$ cat src/rtl/nibble_serial_add_ctrl_pkg.sv
// Shared constants for the nibble-serial add/subtract engine: FSM state
// encoding and the slice width processed per cycle.
package nibble_serial_add_ctrl_pkg;

  localparam int NIBBLE = 4;

  typedef enum logic [1:0] {
    ST_IDLE = 2'd0,
    ST_RUN  = 2'd1,
    ST_DONE = 2'd2
  } state_e;

endpackage

$ cat src/rtl/nibble_serial_add_ctrl_if.sv
// Start/busy/done handshake plus operand and result bus for the
// nibble-serial adder. The master requests operations; the slave computes.
interface nibble_serial_add_ctrl_if #(
  parameter int WIDTH = 16
);
  logic             start;
  logic [WIDTH-1:0] a;
  logic [WIDTH-1:0] b;
  logic             cin;
  logic             sub;
  logic             busy;
  logic             done;
  logic [WIDTH-1:0] sum;
  logic             cout;
  logic             ovf;

  modport master (
    output start, a, b, cin, sub,
    input  busy, done, sum, cout, ovf
  );

  modport slave (
    input  start, a, b, cin, sub,
    output busy, done, sum, cout, ovf
  );
endinterface

$ cat src/rtl/nibble_serial_add_ctrl_adder4.sv
// Combinational 4-bit ripple-carry adder built from four full-adder stages.
// c3 exposes the carry into the top bit so the caller can derive signed
// overflow on the most significant nibble.
module nibble_adder4 (
  input  logic [3:0] x,
  input  logic [3:0] y,
  input  logic       ci,
  output logic [3:0] s,
  output logic       co,
  output logic       c3
);
  logic [4:0] c;

  assign c[0] = ci;

  for (genvar i = 0; i < 4; i++) begin : g_fa
    assign s[i]   = x[i] ^ y[i] ^ c[i];
    assign c[i+1] = (x[i] & y[i]) | (c[i] & (x[i] ^ y[i]));
  end

  assign co = c[4];
  assign c3 = c[3];
endmodule

$ cat src/rtl/nibble_serial_add_ctrl.sv
// Wide add/subtract engine that reuses one 4-bit adder, least significant
// nibble first, chaining a registered carry between passes.
module nibble_serial_add_ctrl
  import nibble_serial_add_ctrl_pkg::*;
#(
  parameter int WIDTH = 16
) (
  input logic                     clk,
  input logic                     rst,
  nibble_serial_add_ctrl_if.slave bus
);
  localparam int NSLICE = WIDTH / NIBBLE;
  localparam int IDX_W  = (NSLICE > 1) ? $clog2(NSLICE) : 1;

  state_e             state_q, state_d;
  logic [WIDTH-1:0]   a_q, a_d;
  logic [WIDTH-1:0]   b_q, b_d;
  logic [WIDTH-1:0]   sum_q, sum_d;
  logic               carry_q, carry_d;
  logic [IDX_W-1:0]   idx_q, idx_d;
  logic               cout_q, cout_d;
  logic               ovf_q, ovf_d;

  logic [NIBBLE-1:0]  nib_s;
  logic               nib_co;
  logic               nib_c3;
  logic               last_slice;

  nibble_adder4 u_adder (
    .x  (a_q[NIBBLE*idx_q +: NIBBLE]),
    .y  (b_q[NIBBLE*idx_q +: NIBBLE]),
    .ci (carry_q),
    .s  (nib_s),
    .co (nib_co),
    .c3 (nib_c3)
  );

  assign last_slice = (idx_q == IDX_W'(NSLICE - 1));

  // Next-state: accept in IDLE/DONE, one nibble pass per cycle in RUN.
  always_comb begin
    state_d = state_q;
    a_d     = a_q;
    b_d     = b_q;
    sum_d   = sum_q;
    carry_d = carry_q;
    idx_d   = idx_q;
    cout_d  = cout_q;
    ovf_d   = ovf_q;
    case (state_q)
      ST_IDLE, ST_DONE: begin
        if (bus.start) begin
          // Subtraction is A + ~B + 1: invert B here, seed the carry with 1.
          a_d     = bus.a;
          b_d     = bus.sub ? ~bus.b : bus.b;
          carry_d = bus.sub ? 1'b1 : bus.cin;
          idx_d   = '0;
          sum_d   = '0;
          state_d = ST_RUN;
        end else begin
          state_d = ST_IDLE;
        end
      end
      ST_RUN: begin
        sum_d[NIBBLE*idx_q +: NIBBLE] = nib_s;
        carry_d = nib_co;
        if (last_slice) begin
          cout_d  = nib_co;
          ovf_d   = nib_c3 ^ nib_co;
          idx_d   = '0;
          state_d = ST_DONE;
        end else begin
          idx_d = idx_q + 1'b1;
        end
      end
      default: state_d = ST_IDLE;
    endcase
  end

  // State and datapath registers; reset discards any partial result.
  always_ff @(posedge clk) begin
    if (rst) begin
      state_q <= ST_IDLE;
      a_q     <= '0;
      b_q     <= '0;
      sum_q   <= '0;
      carry_q <= 1'b0;
      idx_q   <= '0;
      cout_q  <= 1'b0;
      ovf_q   <= 1'b0;
    end else begin
      state_q <= state_d;
      a_q     <= a_d;
      b_q     <= b_d;
      sum_q   <= sum_d;
      carry_q <= carry_d;
      idx_q   <= idx_d;
      cout_q  <= cout_d;
      ovf_q   <= ovf_d;
    end
  end

  assign bus.busy = (state_q == ST_RUN);
  assign bus.done = (state_q == ST_DONE);
  assign bus.sum  = sum_q;
  assign bus.cout = cout_q;
  assign bus.ovf  = ovf_q;
endmodule

$ cat src/flat_wrapper.sv
// flat-port wrapper written by rule: the top's interface ports become plain ports
module nibble_serial_add_ctrl_flat import nibble_serial_add_ctrl_pkg::*;
#(
  parameter int WIDTH = 16
)
  (clk, rst, bus_start, bus_a, bus_b, bus_cin, bus_sub, bus_busy, bus_done, bus_sum, bus_cout, bus_ovf);
  nibble_serial_add_ctrl_if #(.WIDTH(WIDTH)) bus_i ();
  input logic clk;
  input logic rst;
  input wire logic [$bits(bus_i.start)-1:0] bus_start;
  input wire logic [$bits(bus_i.a)-1:0] bus_a;
  input wire logic [$bits(bus_i.b)-1:0] bus_b;
  input wire logic [$bits(bus_i.cin)-1:0] bus_cin;
  input wire logic [$bits(bus_i.sub)-1:0] bus_sub;
  output wire logic [$bits(bus_i.busy)-1:0] bus_busy;
  output wire logic [$bits(bus_i.done)-1:0] bus_done;
  output wire logic [$bits(bus_i.sum)-1:0] bus_sum;
  output wire logic [$bits(bus_i.cout)-1:0] bus_cout;
  output wire logic [$bits(bus_i.ovf)-1:0] bus_ovf;
  assign bus_i.start = bus_start;
  assign bus_i.a = bus_a;
  assign bus_i.b = bus_b;
  assign bus_i.cin = bus_cin;
  assign bus_i.sub = bus_sub;
  assign bus_busy = bus_i.busy;
  assign bus_done = bus_i.done;
  assign bus_sum = bus_i.sum;
  assign bus_cout = bus_i.cout;
  assign bus_ovf = bus_i.ovf;
  nibble_serial_add_ctrl #(.WIDTH(WIDTH)) u_core (.clk(clk), .rst(rst), .bus(bus_i));
endmodule
$ cat config.mk
export PLATFORM = sky130hd
export DESIGN_NAME = nibble_serial_add_ctrl_flat
export DESIGN_NICKNAME = d
export VERILOG_FILES = /design/src/rtl/nibble_serial_add_ctrl_pkg.sv /design/src/rtl/nibble_serial_add_ctrl_if.sv /design/src/rtl/nibble_serial_add_ctrl_adder4.sv /design/src/rtl/nibble_serial_add_ctrl.sv /design/src/flat_wrapper.sv
export SDC_FILE = /design/constraint.sdc
export NUM_CORES = 1
export LEC_CHECK = 0
export BUFFER_PORTS_ARGS = -buffer_cell sky130_fd_sc_hd__buf_2
export CAP_MARGIN = 20
export CORE_ASPECT_RATIO = 1.1
export CORE_MARGIN = 2
export CORE_UTILIZATION = 45
export DETAILED_ROUTE_END_ITERATION = 10
export PLACE_DENSITY = 0.73
export SKIP_LAST_GASP = 1
export SYNTH_ARGS = -nofsm -noshare
export SYNTH_HDL_FRONTEND = slang
export SYNTH_SLANG_ARGS = --single-unit
$ cat constraint.sdc
create_clock -name clk -period 7.7 [get_ports clk]
set_input_delay 1.155 -clock clk [delete_from_list [all_inputs] [get_ports clk]]
set_output_delay 1.155 -clock clk [all_outputs]
set_load 0.005 [all_outputs]
Yosys cells after proc, flatten, opt, wreduce, memory -nomap -nowiden

Cells that the tools add are included.

Bits in registers: 55
Input bits: 37
Output and inout bits: 20

$add $sub $neg: 2
Equality and inequality tests: 5
Shift operators: 4
Muxes and demuxes: 13
Bitwise operators: 22
Reduce and logical (&&, ||, !) cells: 6

Operators by type and width:

| kind                      | number |
|---|---|
| $neg A4 Y34               | 1 |
| $shift A4 B34 Y16 const A | 1 |
| $shiftx A4 B34 Y16        | 1 |
| $mux W16                  | 2 |
| $pmux W16 S2              | 1 |
| $shiftx A16 B5 Y4         | 2 |
| $bwmux W16                | 1 |
| $not A16 Y16              | 1 |
| $xor A1 B1 Y1             | 9 |
| $and A1 B1 Y1             | 8 |
| $pmux W2 S2               | 2 |
| $mux W2                   | 3 |
| $reduce_and A2 Y1         | 3 |
| $eq A2 B2 Y1 const B      | 2 |
| $or A1 B1 Y1              | 4 |
| $mux W1                   | 3 |
| $add A2 B1 Y2 const B     | 1 |
| $eq A2 B1 Y1 const B      | 1 |
| $logic_not A2 Y1          | 1 |
| $ne A2 B1 Y1 const B      | 1 |
| $ne A2 B2 Y1 const B      | 1 |
| $pmux W1 S2               | 1 |
| $reduce_bool A2 Y1        | 1 |
| $reduce_or A2 Y1          | 1 |

Longest topological paths before layout

Depth after elaboration: 12
Depth in mapped cells: 13
Mapped depth without buffers: 12

By module

From an unflattened synthesis, not the netlist that was laid out.

Cell total of the unflattened synthesis: 263
Area total of the unflattened synthesis: 2642.5 um^2

By module, submodules not included:

| module                 | times used | cells each | area each (um^2) | sequential area each (um^2) |
|---|---|---|---|---|
| nibble_serial_add_ctrl | 1          | 251        | 2532.4           | 1101.1 |
| nibble_adder4          | 1          | 12         | 110.1            | 0.0 |

Worst setup path before layout

No wires, ideal clock.

Kind: register to register
From: register u_core.idx_q[0]
To: register u_core.ovf_q (netlist: u_core.bus.ovf)
Setup time: 0.070 ns
Data arrival time: 2.704 ns
Slack: 4.926 ns
Cell stages (with the launch flop): 14
Buffers on the path: 1
Clock period less this slack: 2.774 ns
Path through: dfxtp_1 buf_6 mux4_1 inv_1 fa_1 inv_1 fa_1 inv_1 fa_1 inv_1 fa_1 xnor2_1 nand3_1 a21oi_1

Longest elaborated chain between the ends: 11
Elaborated cells on any way between the ends: 21
Classes of those cells: eq/ne: 1; shift: 2; bitwise: 17; reduce/logical: 1

Ends and longest elaborated chain:

| what                                        | line                                                       | text |
|---|---|---|
| start: declaration                          | nibble_serial_add_ctrl.sv:20                               | `logic [IDX_W-1:0] idx_q, idx_d;` |
| start signal: assignment                    | nibble_serial_add_ctrl.sv:97                               | `idx_q <= idx_d;` |
| $shiftx A16 B5 Y4, on equally long branches | nibble_serial_add_ctrl.sv:30, nibble_serial_add_ctrl.sv:31 |  |
| $xor A1 B1 Y1                               | nibble_serial_add_ctrl_adder4.sv:18                        | `assign c[i+1] = (x[i] & y[i]) \| (c[i] & (x[i] ^ y[i]));` |
| $and A1 B1 Y1                               | nibble_serial_add_ctrl_adder4.sv:18                        |  |
| $or A1 B1 Y1                                | nibble_serial_add_ctrl_adder4.sv:18                        |  |
| $and A1 B1 Y1                               | nibble_serial_add_ctrl_adder4.sv:18                        |  |
| $or A1 B1 Y1                                | nibble_serial_add_ctrl_adder4.sv:18                        |  |
| $and A1 B1 Y1                               | nibble_serial_add_ctrl_adder4.sv:18                        |  |
| $or A1 B1 Y1                                | nibble_serial_add_ctrl_adder4.sv:18                        |  |
| $and A1 B1 Y1                               | nibble_serial_add_ctrl_adder4.sv:18                        |  |
| $or A1 B1 Y1 (*)                            | nibble_serial_add_ctrl_adder4.sv:18                        |  |
| net u_core.nib_co                           | nibble_serial_add_ctrl.sv:25                               | `logic nib_co;` |
| $xor A1 B1 Y1 (*)                           | nibble_serial_add_ctrl.sv:69                               | `ovf_d = nib_c3 ^ nib_co;` |
| end signal: assignment                      | nibble_serial_add_ctrl.sv:99                               | `ovf_q <= ovf_d;` |
| end: declaration                            | nibble_serial_add_ctrl.sv:22                               | `logic ovf_q, ovf_d;` |

The timed path passes the listed nets; every way through them passes the cells marked *.
A chain may end at the register's enable or synchronous reset.

Worst setup path in the final report

Same ends and word-level chain as after synthesis.

==> impl_metrics.csv <==
group,metric,value,unit
global_routing,grt.busiest_layer,"met2",
cts,clock_sinks,55,
worst_setup_path,crit_type,"register to register",
global_routing,gr-usage-all-layers,0.177,
floorplan,core-area,0.00540,mm2
logic_synthesis,synth-edff-count,0,
worst_setup_path,required,7.93,ns
power_and_ir_drop,p_per_area,202,mW/mm2
worst_setup_path,worstSetupEndpointType,"register",
final_layout,nets,357,
global_routing,antenna_found_initial,0,
job,max-cap-violations,0,
cts,root_buffer,"clkbuf_8",
placed_design,port_buffers,56,
floorplan,rows,28,
floorplan,num_io_pins,57,
sta,fin_setup_tns,0,ns
worst_setup_path,startpoint_type,"register",
final_layout,final_cell_mix,"56 x buf_2, 55 x dfxtp_1, 35 x nand2_1, 26 x a21oi_1, 20 x nor2_1",
routing,drt_first_iter_violations,159,
logic_synthesis,synth.area.top_cells,"dfxtp_1 43%, xnor2_1 5.9%, nand2_1 5.2%",
global_routing,grt_max_degree,52,
routing,drc_errors,0,
worst_setup_path,path_max_fanout,19,
global_routing,grt_pass1_vias,1844,
sta,max_freq,287,MHz
global_routing,use_met2,0.304,
cts,postCtsSetupBuffers,0,
cts,numCtsBuffers,5,
power_and_ir_drop,p_total,0.592,mW
final_layout,layout_commonest_cell,"buf_2",
power_and_ir_drop,static-leakage-power,1.18,nW
cts,cts_max_level,2,
logic_synthesis,synth_cell_types,36,
logic_synthesis,ys_warn_count,0,
final_layout,n_fill_cell,544,
cts,clkLatencyLatePin,0.31,ns
sta,rsz0062_at_grt,"no",
run_status,status,"complete, no violations",
sta,setup_viol,0,
global_routing,grt.met3_usage,0.0376,
logic_synthesis,synth_top_area_share,0.434,
logic_synthesis,synth_nets,314,
final_layout,stdcell_count,388,
routing,vias,1988,
cts,postCtsResizedCells,0,
logic_synthesis,async_flop_share,0,
floorplan,die_w,75.6,um
placed_design,hpwl,3590,um
sta,timing.slew.headroom,0.328,
floorplan,dieArea,0.00626,mm2
floorplan,start_util,0.470,
sta,fin_crit,3.48,ns
final_layout,syn_to_final_growth,15.6,%
cts,cts_tree,"yes",
routing,antenna_left,0,
final_layout,utilization,0.544,
final_layout,final-seq-area,0.00110,mm2
power_and_ir_drop,peakVddDrop,84.7,uV
global_routing,grt_use_met1,0.220,
routing,firstDrtPassIters,4,
routing,drt-total-wl,5010,um
logic_synthesis,synth_ff_type,"dfxtp_1",
final_layout,multiInputGateArea,0.00130,mm2
logic_synthesis,yosys_register_bits,55,
final_layout,layout-drive-gt1-share,0.230,
logic_synthesis,yosysSeqAreaShare,0.434,
placed_design,dp_cells,380,
routing,vias_per_cell,5.12,
logic_synthesis,syn-instance-count,269,
routing,wl_per_cell,12.9,um
worst_setup_path,arrival,3.71,ns
sta,drv_slew,0,
final_layout,final_area,0.00293,mm2
placed_design,placed_area,0.00282,mm2
placed_design,gp_congestion,0.797,
cts,clockBufferDepth,2,
logic_synthesis,netlist_area,0.00254,mm2
floorplan,die_h,82.8,um
final_layout,diodes,0,
sta,worst_pin_slew,1.01,ns
sta,post-route-period-util,0.452,
cts,cts_hold_buf,0,
sta,skew,0.00527,ns
cts,clk_pin_slew,0.10,ns
logic_synthesis,synth.avg_cell_area,9.43,um2
global_routing,grt_first_pass_wirelength,8440,um
global_routing,grt-ovfl-total,0,
logic_synthesis,synth_top_area_cell,"dfxtp_1",
sta,final-hold-violation-count,0,
hold_path,min_path_type,"register to register",
[state kept, by name, indices dropped and copies added (netlist names)]
name             cells
u_core.state_q       2
u_core.bus.cout      1
u_core.carry_q       1
u_core.idx_q         2
u_core.a_q          16
u_core.b_q          16
u_core.bus.ovf       1
u_core.bus.sum      16
[cell families after synthesis]
logic type                 Yosys count  synth area share
AOI/OAI and AO/OA                   55             0.140
buffers and inverters               31            0.0552
xor gates and xnor gates            17            0.0587
DFF                                 55             0.434
and+or+nand+nor                     94             0.180
muxes                                9            0.0809
adders and majority gates            8            0.0513
[critical path: stages, from the launching register on]
cell and delay (ns):
dfxtp_1 0.87, mux4_1 0.64, inv_1 0.09, fa_1 0.16
inv_1 0.05, fa_1 0.36, inv_1 0.09, fa_1 0.22
inv_1 0.07, fa_1 0.41, xnor2_1 0.18, nand3_1 0.11
a21oi_1 0.16
[cell usage after synthesis, types with 2 or more instances]
master,number
mux4_2,4
nand2b_1,2
a31oi_1,2
xnor2_1,17
nand4_1,5
inv_1,10
dfxtp_1,55
ha_1,4
buf_2,10
mux4_1,4
o21ai_0,2
a22o_1,4
nor2b_1,4
nor2_1,20
fa_1,4
a21oi_1,26
nand3b_1,4
nand3_1,12
a211oi_1,16
o2bb2ai_1,4
or3_1,4
nand2_1,35
clkbuf_1,8
[path summary, 6_finish.rpt]
check,start,to,slack [ns],cells after the start
max reg2reg,u_core.idx_q[0]$_SDFFE_PP0P_,u_core.bus.ovf$_SDFFE_PP0P_,4.22,12
max,u_core.idx_q[0]$_SDFFE_PP0P_,u_core.bus.ovf$_SDFFE_PP0P_,4.22,12
min reg2reg,u_core.a_q[15]$_SDFFE_PP0P_,u_core.a_q[15]$_SDFFE_PP0P_,0.46,2
min,u_core.a_q[15]$_SDFFE_PP0P_,u_core.a_q[15]$_SDFFE_PP0P_,0.46,2
[power breakdown]
part | internal, mW | switching (mW) | total (mW)
sequential | 0.300 | 0.0115 | 0.311
combinational | 0.0409 | 0.0492 | 0.0901
clock | 0.0969 | 0.0938 | 0.191
[routing by layer]
| layer | part of all wire | up-vias |
|---|---|---|
| met4 | 0.015 | 0 |
| li1 | - | 1026 |
| met3 | 0.045 | 7 |
| met2 | 0.49 | 50 |
| met1 | 0.45 | 905 |
| met5 | 0 | - |
[area by class of cell]
cell class	instances	area share
well taps	75	0.0320
repair buffers	56	0.0956
clock buffers	5	0.0235
clock inverters	3	0.0149
flip-flops and latches	55	0.375
inverters	11	0.0141
multi-input cells	183	0.445
[stage by stage]
step	hold slack, ns	setup WS (ns)
floorplan	0.432	4.93
global placement	0.441	4.38
detailed placement	0.445	4.28
CTS	0.464	4.24
global route	0.479	3.96
finish	0.461	4.22
Power figures use the tool's default switching activity.
